## config.mk

```make
export PLATFORM = sky130hd
export DESIGN_NAME = carfield_rst_seq_flat
export DESIGN_NICKNAME = d
export VERILOG_FILES = /design/src/rtl/carfield_rst_seq_pkg.sv /design/src/rtl/carfield_rst_seq_if.sv /design/src/rtl/carfield_rst_seq_dom_fsm.sv /design/src/rtl/carfield_rst_seq.sv /design/src/flat_wrapper.sv
export SDC_FILE = /design/constraint.sdc
export NUM_CORES = 1
export LEC_CHECK = 0
export CELL_PAD_IN_SITES_DETAIL_PLACEMENT = 1
export CELL_PAD_IN_SITES_GLOBAL_PLACEMENT = 1
export CORE_ASPECT_RATIO = 0.5
export CORE_MARGIN = 5
export CORE_UTILIZATION = 48
export DETAILED_ROUTE_END_ITERATION = 16
export DONT_BUFFER_PORTS = 1
export GPL_ROUTABILITY_DRIVEN = 0
export GPL_TIMING_DRIVEN = 0
export PLACE_DENSITY_LB_ADDON = 0.1
export SLEW_MARGIN = 20
export SYNTH_ARGS = -nofsm -noshare
export SYNTH_HDL_FRONTEND = slang
export SYNTH_SLANG_ARGS = --single-unit
```

## constraint.sdc

```tcl
create_clock -name clk_i -period 1.93 [get_ports clk_i]
set_input_delay 0.2895 -clock clk_i [delete_from_list [all_inputs] [get_ports clk_i]]
set_output_delay 0.2895 -clock clk_i [all_outputs]
set_load 0.01 [all_outputs]
```

## src/rtl/carfield_rst_seq_pkg.sv

```systemverilog
// Shared types and defaults for the Carfield reset-domain sequencer.
package carfield_rst_seq_pkg;

    localparam int unsigned NumRstDomains           = 6;
    localparam int unsigned DefaultRstHoldCycles    = 16;
    localparam int unsigned DefaultRstTimeoutCycles = 256;

    // Index order of the domain reset vectors.
    typedef enum logic [2:0] {
        RST_DOM_PERIPH     = 3'd0,
        RST_DOM_SAFETY     = 3'd1,
        RST_DOM_SECURITY   = 3'd2,
        RST_DOM_INTCLUSTER = 3'd3,
        RST_DOM_FPCLUSTER  = 3'd4,
        RST_DOM_L2         = 3'd5
    } carfield_rst_dom_e;

    typedef enum logic [1:0] {
        RST_IDLE    = 2'd0,
        RST_ISOLATE = 2'd1,
        RST_HOLD    = 2'd2,
        RST_UNISO   = 2'd3
    } carfield_rst_state_e;

    // Wide enough for the largest power-on load HoldCycles-1+(NumDomains-1).
    function automatic int unsigned rst_cnt_width(input int unsigned hold_cycles,
                                                  input int unsigned num_domains);
        return $clog2(hold_cycles + num_domains) + 1;
    endfunction

endpackage

```

## src/rtl/carfield_rst_seq_if.sv

```systemverilog
// Request/isolation handshake bundle between the register file, the sequencer and the islands.
interface carfield_rst_seq_if #(
    parameter int unsigned NumDomains = carfield_rst_seq_pkg::NumRstDomains
);

    logic [NumDomains-1:0] rst_req_i;
    logic [NumDomains-1:0] iso_ack_i;
    logic                  timeout_clr_i;
    logic [NumDomains-1:0] iso_o;
    logic [NumDomains-1:0] dom_rst_no;
    logic [NumDomains-1:0] busy_o;
    logic [NumDomains-1:0] timeout_o;

    modport master (
        output rst_req_i,
        output iso_ack_i,
        output timeout_clr_i,
        input  iso_o,
        input  dom_rst_no,
        input  busy_o,
        input  timeout_o
    );

    modport slave (
        input  rst_req_i,
        input  iso_ack_i,
        input  timeout_clr_i,
        output iso_o,
        output dom_rst_no,
        output busy_o,
        output timeout_o
    );

endinterface

```

## src/rtl/carfield_rst_seq_dom_fsm.sv

```systemverilog
// Single reset-domain sequencer: isolate, hold reset, de-isolate.
// Optional isolation-ack timeout enabled by CARFIELD_RST_TIMEOUT_EN.
module carfield_rst_dom_fsm
    import carfield_rst_seq_pkg::*;
#(
    parameter int unsigned HoldCycles    = DefaultRstHoldCycles,
    parameter int unsigned TimeoutCycles = DefaultRstTimeoutCycles,
    parameter int unsigned RstOffset     = 0,
    parameter int unsigned CntWidth      = rst_cnt_width(DefaultRstHoldCycles, NumRstDomains)
) (
    input  logic clk_i,
    input  logic rst_ni,
    input  logic rst_req_i,
    input  logic iso_ack_i,
    input  logic timeout_clr_i,
    output logic iso_o,
    output logic rst_no,
    output logic busy_o,
    output logic timeout_o
);

    localparam logic [CntWidth-1:0] HoldLoad = CntWidth'(HoldCycles - 1);
    localparam logic [CntWidth-1:0] PorLoad  = CntWidth'(HoldCycles - 1 + RstOffset);

    carfield_rst_state_e state_q, state_d;
    logic [CntWidth-1:0] cnt_q, cnt_d;
    logic                timed_out;

`ifdef CARFIELD_RST_TIMEOUT_EN
    localparam int unsigned ToWidth = $clog2(TimeoutCycles + 1);

    logic [ToWidth-1:0] to_cnt_q, to_cnt_d;
    logic               timeout_q, timeout_d;

    // A same-edge ack suppresses the timeout; a same-edge set beats the clear.
    always_comb begin
        to_cnt_d  = '0;
        timed_out = 1'b0;
        if (state_q == RST_ISOLATE && !iso_ack_i) begin
            if (to_cnt_q == ToWidth'(TimeoutCycles - 1)) begin
                timed_out = 1'b1;
                to_cnt_d  = to_cnt_q;
            end else begin
                to_cnt_d = to_cnt_q + 1'b1;
            end
        end
        timeout_d = timed_out | (timeout_q & ~timeout_clr_i);
    end

    always_ff @(posedge clk_i) begin
        if (!rst_ni) begin
            to_cnt_q  <= '0;
            timeout_q <= 1'b0;
        end else begin
            to_cnt_q  <= to_cnt_d;
            timeout_q <= timeout_d;
        end
    end

    assign timeout_o = timeout_q;
`else
    logic unused_timeout;

    assign timed_out      = 1'b0;
    assign timeout_o      = 1'b0;
    assign unused_timeout = timeout_clr_i | (TimeoutCycles == 0);
`endif

    always_comb begin
        state_d = state_q;
        cnt_d   = cnt_q;
        unique case (state_q)
            RST_IDLE: begin
                if (rst_req_i) state_d = RST_ISOLATE;
            end
            RST_ISOLATE: begin
                if (iso_ack_i || timed_out) begin
                    state_d = RST_HOLD;
                    cnt_d   = HoldLoad;
                end
            end
            RST_HOLD: begin
                if (cnt_q == '0) state_d = RST_UNISO;
                else             cnt_d   = cnt_q - 1'b1;
            end
            RST_UNISO: begin
                state_d = RST_IDLE;
            end
            default: begin
                state_d = RST_IDLE;
            end
        endcase
    end

    // Reset parks every domain in HOLD with a staggered count, giving the power-on release order.
    always_ff @(posedge clk_i) begin
        if (!rst_ni) begin
            state_q <= RST_HOLD;
            cnt_q   <= PorLoad;
        end else begin
            state_q <= state_d;
            cnt_q   <= cnt_d;
        end
    end

    assign iso_o  = (state_q != RST_IDLE);
    assign rst_no = (state_q != RST_HOLD);
    assign busy_o = (state_q != RST_IDLE);

endmodule

```

## src/rtl/carfield_rst_seq.sv

```systemverilog
// Carfield per-island reset sequencer: one independent domain FSM per reset domain.
// Isolation-ack timeout is enabled by defining CARFIELD_RST_TIMEOUT_EN.
module carfield_rst_seq
    import carfield_rst_seq_pkg::*;
#(
    parameter int unsigned NumDomains    = NumRstDomains,
    parameter int unsigned HoldCycles    = DefaultRstHoldCycles,
    parameter int unsigned TimeoutCycles = DefaultRstTimeoutCycles
) (
    input  logic              clk_i,
    input  logic              rst_ni,
    carfield_rst_seq_if.slave rst_bus
);

    localparam int unsigned CntWidth = rst_cnt_width(HoldCycles, NumDomains);

    logic [NumDomains-1:0] iso;
    logic [NumDomains-1:0] dom_rst_n;
    logic [NumDomains-1:0] busy;
    logic [NumDomains-1:0] timeout;

    for (genvar i = 0; i < NumDomains; i++) begin : gen_dom
        carfield_rst_dom_fsm #(
            .HoldCycles    (HoldCycles),
            .TimeoutCycles (TimeoutCycles),
            .RstOffset     (i),
            .CntWidth      (CntWidth)
        ) u_dom_fsm (
            .clk_i         (clk_i),
            .rst_ni        (rst_ni),
            .rst_req_i     (rst_bus.rst_req_i[i]),
            .iso_ack_i     (rst_bus.iso_ack_i[i]),
            .timeout_clr_i (rst_bus.timeout_clr_i),
            .iso_o         (iso[i]),
            .rst_no        (dom_rst_n[i]),
            .busy_o        (busy[i]),
            .timeout_o     (timeout[i])
        );
    end

    assign rst_bus.iso_o      = iso;
    assign rst_bus.dom_rst_no = dom_rst_n;
    assign rst_bus.busy_o     = busy;
    assign rst_bus.timeout_o  = timeout;

endmodule

```

## src/flat_wrapper.sv

```systemverilog
// flat-port wrapper written by rule: the top's interface ports become plain ports
module carfield_rst_seq_flat import carfield_rst_seq_pkg::*;
#(
    parameter int unsigned NumDomains    = NumRstDomains,
    parameter int unsigned HoldCycles    = DefaultRstHoldCycles,
    parameter int unsigned TimeoutCycles = DefaultRstTimeoutCycles
)
  (clk_i, rst_ni, rst_bus_rst_req_i, rst_bus_iso_ack_i, rst_bus_timeout_clr_i, rst_bus_iso_o, rst_bus_dom_rst_no, rst_bus_busy_o, rst_bus_timeout_o);
  carfield_rst_seq_if #(.NumDomains(NumDomains)) rst_bus_i ();
  input  logic clk_i;
  input  logic rst_ni;
  input wire logic [$bits(rst_bus_i.rst_req_i)-1:0] rst_bus_rst_req_i;
  input wire logic [$bits(rst_bus_i.iso_ack_i)-1:0] rst_bus_iso_ack_i;
  input wire logic [$bits(rst_bus_i.timeout_clr_i)-1:0] rst_bus_timeout_clr_i;
  output wire logic [$bits(rst_bus_i.iso_o)-1:0] rst_bus_iso_o;
  output wire logic [$bits(rst_bus_i.dom_rst_no)-1:0] rst_bus_dom_rst_no;
  output wire logic [$bits(rst_bus_i.busy_o)-1:0] rst_bus_busy_o;
  output wire logic [$bits(rst_bus_i.timeout_o)-1:0] rst_bus_timeout_o;
  assign rst_bus_i.rst_req_i = rst_bus_rst_req_i;
  assign rst_bus_i.iso_ack_i = rst_bus_iso_ack_i;
  assign rst_bus_i.timeout_clr_i = rst_bus_timeout_clr_i;
  assign rst_bus_iso_o = rst_bus_i.iso_o;
  assign rst_bus_dom_rst_no = rst_bus_i.dom_rst_no;
  assign rst_bus_busy_o = rst_bus_i.busy_o;
  assign rst_bus_timeout_o = rst_bus_i.timeout_o;
  carfield_rst_seq #(.NumDomains(NumDomains), .HoldCycles(HoldCycles), .TimeoutCycles(TimeoutCycles)) u_core (.clk_i(clk_i), .rst_ni(rst_ni), .rst_bus(rst_bus_i));
endmodule
```

==> out/summary.txt, run 1 <==
Status = complete, no violations
RR Endpoint = u_core.gen_dom[3].u_dom_fsm.state_q[1]$_SDFFE_PN1P_
Layout cells sized above 1 = 12.32%
Fin. Hold Viols = 0
EDFF count, synth = 0
Clk_lat worst skew = 290 ps
Ant. Diodes = 0
Total congestion overflow = 0
Initial antenna violation count = 0
Final setup margin = 166.3 ps
Total vias in the final route = 2827
CTS max path bufs = 2
Die X = 126.7 µm
Fin crit share = 91.38%
Fin. max-slew vios = 0
Clk pin slew, worst setup/hold paths = 60 ps
Core area = 0.006648 mm²
Post-synth cell types = 52
Maximum VDD drop = 0.6533 mV
Max-cap viol count = 0
Final setup TNS = 0 ps
Min Tclk post-route = 1764 ps
CP Max Fanout = 4
Synth top area cells = dfxtp_1 (29%), ha_1 (14%), buf_4 (5.7%)
P_sw = 2.518 mW
Crit start category = register
Final WL = 8177 µm
Syn Area/Cell = 8.229 µm²
Initial Utilization = 49.14%
Yosys top cell area share = 29.41%
Worst setup endpoint = u_core.gen_dom[3].u_dom_fsm.state_q[1]$_SDFFE_PN1P_
I/O pin count = 39
TritonCTS clock tree = done
Yosys Warn Count = 0
Static Leak = 1.567 nW
Via-to-Cell Ratio = 5.677
Clk network pwr share = 14.6%
Synth Flop Type = dfxtp_1
Area growth, synth to finish = 8.273%
CP Class = register to register
First-pass GRT wire length = 13860 µm
Worst hold-check path type = primary input to register
DRT iter0 DRCs = 95
CTS Sinks = 48
Worst r2r src = u_core.gen_dom[3].u_dom_fsm.state_q[1]$_SDFFE_PN1P_
Synthesized flop and latch total = 48
FP Rows = 21
Pre-CTS setup slack = 68.29 ps
Flop2flop setup slack = 170 ps
Largest net degree at the start of global routing = 13
Sequential fraction of the synthesis area = 29.41%
Die Y = 68.34 µm
Hold_sp = rst_bus_iso_ack_i[0]
Routed len/inst = 16.42 µm
Dominant cell type by area after synthesis = dfxtp_1
CTS buffer count = 5
Slew @ Worst Pin = 612.9 ps
Vias in the first global route = 3007
Top cells by count, synth = dfxtp_1 (48), inv_1 (44), ha_1 (36)
Worst path required time = 2110 ps
DR DRC count = 0
Combinational Power Share = 55.1%
Pwr/cell area = 1578 mW/mm²
Max Clk Rate = 567.0 MHz
Cell area after synthesis = 0.003267 mm²
Post-DRT Antenna Nets = 0
Gate Count Post-Synth = 397
DR pass1 iterations = 4
Count leader, synth = dfxtp_1
Finish-stage setup viols = 0
Worst Clk Skew = 2.945 ps
Die Outline Area = 0.008656 mm²
Flop pwr share = 30.2%
Critical Path Source = u_core.gen_dom[3].u_dom_fsm.state_q[1]$_SDFFE_PN1P_
Post-detail-place hpwl = 6215 µm
Sw frac = 45.11%
I/O Buffers = 0
Number of fill cells = 810
Int Pwr = 3.064 mW
Crit end category = register
Max-Slew Margin vs Limit = 59.14%
Reg2reg path depth = 6
RSZ-0062 raised after global routing = false
GR Util All Layers = 19.93%
Worst path arrival time = 1940 ps
Ys async rst share = 0%
Clock Tree Root = clkbuf_16
Post-layout net count = 459
Htree depth = 2
==> worst min-delay path by stage <==
stage | to | slack, ps | depth (start not counted)
finish | u_core.gen_dom[0].u_dom_fsm.cnt_q[4]$_SDFFE_PN0P_ | 310 | 3
floorplan | u_core.gen_dom[1].u_dom_fsm.cnt_q[5]$_SDFFE_PN0P_ | 460 | 2
CTS | u_core.gen_dom[0].u_dom_fsm.cnt_q[4]$_SDFFE_PN0P_ | 300 | 3
global route | u_core.gen_dom[5].u_dom_fsm.cnt_q[2]$_SDFFE_PN1P_ | 350 | 4
detailed placement | u_core.gen_dom[5].u_dom_fsm.cnt_q[1]$_SDFFE_PN0P_ | 480 | 1
global placement | u_core.gen_dom[4].u_dom_fsm.state_q[0]$_SDFFE_PN0P_ | 480 | 1
==> power by group through the flow <==
stage               clock (mW)  sequential (mW)  combinational (mW)
floorplan                    0             1.60                2.42
global placement             0             1.66                2.82
detailed placement           0             1.70                3.03
CTS                      0.840             1.68                3.07
global route             0.871             1.74                3.47
finish                   0.817             1.69                3.08
==> cell usage in the layout (no fill, tap or decap), types with 5 or more instances in the layout <==
cell type  netlist  final
o21ai_0         26     26
nand2_1         22     22
nand2b_1        11     11
nand3_1         12     12
nor2_1          31     31
a21oi_1         24     24
or3_1            6      6
o31a_1           5      5
ha_1            36     35
conb_1           1      6
dfxtp_1         48     48
mux2i_1          8      8
buf_4           25     25
o21a_1           6      6
clkbuf_16        0      5
a311oi_1         5      5
nor3_1           8      8
nor2b_1          5      5
a31oi_1          9      9
inv_1           44     44
==> layer usage <==
| layer | track usage [%] | part of all wire [%] | vias up |
|---|---|---|---|
| met3 | 4.365 | 3.1 | 15 |
| met2 | 39.54 | 51 | 37 |
| met5 | 0 | 0 | - |
| met1 | 22.19 | 44 | 1383 |
| met4 | 4.813 | 1.6 | 0 |
| li1 | - | - | 1392 |
==> kinds of logic after synthesis <==
logic type | after synthesis | share of synthesized area [%]
compound gates | 109 | 22.90
fa+ha+maj | 36 | 13.79
buf+inv | 80 | 12.52
flops | 48 | 29.41
mux | 8 | 2.451
other cells | 1 | 0.1148
simple gates | 115 | 18.81
==> per-stage QoR <==
stage	total power, mW	hold slack, ps	utilization [%]	instance area (µm²)	cells
2_1_floorplan	4.022	455.3	-	3286	402
3_3_place_gp	4.488	475.4	51.16	3401	494
3_5_place_dp	4.726	483.6	51.16	3401	494
4_1_cts	5.593	298.6	52.98	3522	498
5_1_grt	6.080	346.5	53.21	3537	498
6_report	5.582	305.5	53.21	3537	498
==> state kept, by name, indices dropped and copies added (netlist names) <==
name and count:
u_core.gen_dom.u_dom_fsm.state_q 12, u_core.gen_dom.u_dom_fsm.cnt_q 36
==> final cells by class <==
| type | count | area, µm² | area share, % |
|---|---|---|---|
| Buffer | 34 | 236.5 | 6.686 |
| Clock buffer | 5 | 125.1 | 3.537 |
| Multi-Input combinational cell | 274 | 1931 | 54.58 |
| Sequential cell | 48 | 960.9 | 27.17 |
| Tap cell | 92 | 115.1 | 3.254 |
| Inverter | 45 | 168.9 | 4.775 |
==> repair_timing <==
action                     4_1_cts  5_1_grt
buffers inserted                 0        0
hold buffers                     0        0
gates resized for setup          0        3
setup endpoints to repair        1        6
==> worst max-delay path, stage by stage, from the launching register on <==
cell and delay (ps):
dfxtp_1 330, inv_1 100, ha_1 190, nor2b_1 400, o21bai_1 240, nor2_1 110
a211o_1 290
Power figures use the tool's default switching activity.
==> run 2: changes to the inputs <==
--- a/config.mk
+++ b/config.mk
@@ -13,7 +13,6 @@
 export DETAILED_ROUTE_END_ITERATION = 16
 export DONT_BUFFER_PORTS = 1
 export GPL_ROUTABILITY_DRIVEN = 0
-export GPL_TIMING_DRIVEN = 0
 export PLACE_DENSITY_LB_ADDON = 0.1
 export SLEW_MARGIN = 20
 export SYNTH_ARGS = -nofsm -noshare
==> run 2 against run 1 <==
Compared with the run above: via count fell by 5.3%; largest cell class unchanged; register-to-register slack is essentially flat; cell area decreased by 4.0%; die area unchanged; routed wire length fell by 7.1%; sequential share of layout area rose by 1.1 points; critical path type unchanged.
==> out/summary.txt, run 2 (same netlist as run 1, synthesis figures left out) <==
Status = complete, no violations
Fin crit share = 91.57% (+0.19 points)
Area growth, synth to finish = 3.945%
Largest net degree at the start of global routing = 29 (+16)
Worst path arrival time = 1940 ps (about the same)
Critical Path Source = u_core.gen_dom[0].u_dom_fsm.state_q[0]$_SDFFE_PN0P_
Crit-path slowest cell = ha_1
DR pass1 iterations = 4 (unchanged)
Pwr/cell area = 1640 mW/mm² (+3.9%)
Ant. Diodes = 0 (unchanged)
Core area = 0.006648 mm² (unchanged)
Final setup TNS = 0 ps (unchanged)
I/O Buffers = 0 (unchanged)
Finish-stage setup viols = 0 (unchanged)
CP max stage delay = 370 ps (-30 ps)
Fin. Hold Viols = 0 (unchanged)
CP Max Fanout = 10 (+6)
Hold buffer count at cts = 0 (unchanged)
Min Tclk post-route = 1767 ps (+3.709 ps)
RR Endpoint = u_core.gen_dom[0].u_dom_fsm.cnt_q[1]$_SDFFE_PN1P_
Worst hold-check path type = primary input to register
CP Class = register to register
DRT iter0 DRCs = 81 (-15%)
Vias in the first global route = 2873 (-4.5%)
Clock Tree Root = clkbuf_16
Worst r2r src = u_core.gen_dom[0].u_dom_fsm.state_q[0]$_SDFFE_PN0P_
CTS buffer count = 5 (unchanged)
CP Buf/Inv Count = 1 (unchanged)
Post-layout net count = 432 (-5.9%)
Biggest regs = u_core.gen_dom.u_dom_fsm.cnt_q x36, u_core.gen_dom.u_dom_fsm.state_q x12
FP Rows = 21 (unchanged)
First-pass GRT wire length = 13270 µm (-4.3%)
Flop2flop setup slack = 160 ps (about the same)
Crit-path leading delay family = compound AO/OA/AOI/OAI gates
Number of fill cells = 787 (-2.8%)
Routed len/inst = 16.03 µm (-2.4%)
Maximum VDD drop = 0.8444 mV (+29%)
Max-cap viol count = 0 (unchanged)
DR DRC count = 0 (unchanged)
Initial antenna violation count = 0 (unchanged)
CTS Sinks = 48 (unchanged)
Post-Layout Cell Count = 474 (-4.8%)
Max Clk Rate = 565.8 MHz (-0.21%)
Clk_lat worst skew = 290 ps (about the same)
Max FFs per register = 36 (unchanged)
Reg2reg path depth = 6 (unchanged)
Worst path required time = 2110 ps (about the same)
Die X = 126.7 µm (unchanged)
Reg with most FFs = u_core.gen_dom.u_dom_fsm.cnt_q
CTS max path bufs = 2 (unchanged)
Fin. max-slew vios = 0 (unchanged)
Worst Clk Skew = 7.219 ps (+4.274 ps)
Final WL = 7596 µm (-7.1%)
TritonCTS clock tree = done
Most frequent cells in the layout = dfxtp_1 (48), inv_1 (44), ha_1 (36)
Total congestion overflow = 0 (unchanged)
Crit start category = register
Critical Path Stages = 6 (unchanged)
Layout cells sized above 1 = 7.068% (-5.2 points)
Post-CTS resize count = 0 (unchanged)
Total vias in the final route = 2677 (-5.3%)
Worst setup endpoint = u_core.gen_dom[0].u_dom_fsm.cnt_q[1]$_SDFFE_PN1P_
Via-to-Cell Ratio = 5.648 (-0.51%)
Htree depth = 2 (unchanged)
Die Outline Area = 0.008656 mm² (unchanged)
GR Util All Layers = 18.87% (-1.1 points)
I/O pin count = 39 (unchanged)
Post-CTS setup buffer count = 0 (unchanged)
RSZ-0062 raised after global routing = false
Crit end category = register
Clk pin slew, worst setup/hold paths = 60 ps (about the same)
Die Y = 68.34 µm (unchanged)
Commonest non-fill, non-tap cell in the layout = dfxtp_1
Post-Place Cells = 466 (-5.7%)
Initial Utilization = 49.14% (unchanged)
Static Leak = 1.484 nW (-5.3%)
Critical-path cell list = inv_1 > ha_1 > mux2i_1 > a31oi_1 > and3_1 > o21ai_0
Post-DRT Antenna Nets = 0 (unchanged)
Post-detail-place hpwl = 5698 µm (-8.3%)
-- run 2: through the flow --
stage / power (mW) / hold WS, ps / util (%) / worst slack [ps] / cell area, µm²
2_1_floorplan: 4.022 / 455.3 / - / 432.8 / 3286
3_3_place_gp: 4.295 / 358.2 / 48.33 / 256.2 / 3213
3_5_place_dp: 4.518 / 360.6 / 48.33 / 179.7 / 3213
4_1_cts: 5.642 / 52.70 / 51.08 / 151.8 / 3396
5_1_grt: 6.112 / 63.47 / 51.08 / 10.12 / 3396
6_report: 5.570 / 67.45 / 51.08 / 162.6 / 3396
-- run 2: power breakdown --
part	switching, mW	internal (mW)	total, mW
combinational	1.71	1.11	2.82
sequential	0.347	1.34	1.69
clock	0.382	0.683	1.06
-- run 2: worst min-delay path by stage --
| stage | startpoint | endpoint | slack (ps) | depth (start not counted) |
|---|---|---|---|---|
| after detailed placement | rst_ni | u_core.gen_dom[3].u_dom_fsm.cnt_q[1]$_SDFFE_PN1P_ | 360 | 1 |
| after global routing | rst_ni | u_core.gen_dom[3].u_dom_fsm.cnt_q[1]$_SDFFE_PN1P_ | 60 | 1 |
| after floorplan | u_core.gen_dom[1].u_dom_fsm.cnt_q[5]$_SDFFE_PN0P_ | u_core.gen_dom[1].u_dom_fsm.cnt_q[5]$_SDFFE_PN0P_ | 460 | 2 |
| final | rst_ni | u_core.gen_dom[3].u_dom_fsm.cnt_q[1]$_SDFFE_PN1P_ | 70 | 1 |
| after global placement | rst_ni | u_core.gen_dom[3].u_dom_fsm.cnt_q[1]$_SDFFE_PN1P_ | 360 | 1 |
| after CTS | rst_ni | u_core.gen_dom[3].u_dom_fsm.cnt_q[1]$_SDFFE_PN1P_ | 50 | 1 |
-- run 2: cell type report --
type / count / area (µm²) / area share [%]
clock inverters: 1 / 30.03 / 0.8843
repair buffers: 7 / 52.55 / 1.548
flip-flops and latches: 48 / 960.9 / 28.30
well taps: 92 / 115.1 / 3.390
clock buffers: 7 / 152.6 / 4.495
inverters: 45 / 168.9 / 4.974
multi-input cells: 274 / 1916 / 56.41
-- run 2: layer usage --
metal | vias to the layer above | global-route usage (%) | wire (µm)
met2 | 22 | 36.97 | 3818
li1 | 1337 | - | -
met4 | 0 | 4.813 | 82
met5 | - | 0 | 0
met3 | 6 | 4.287 | 214
met1 | 1312 | 21.16 | 3480
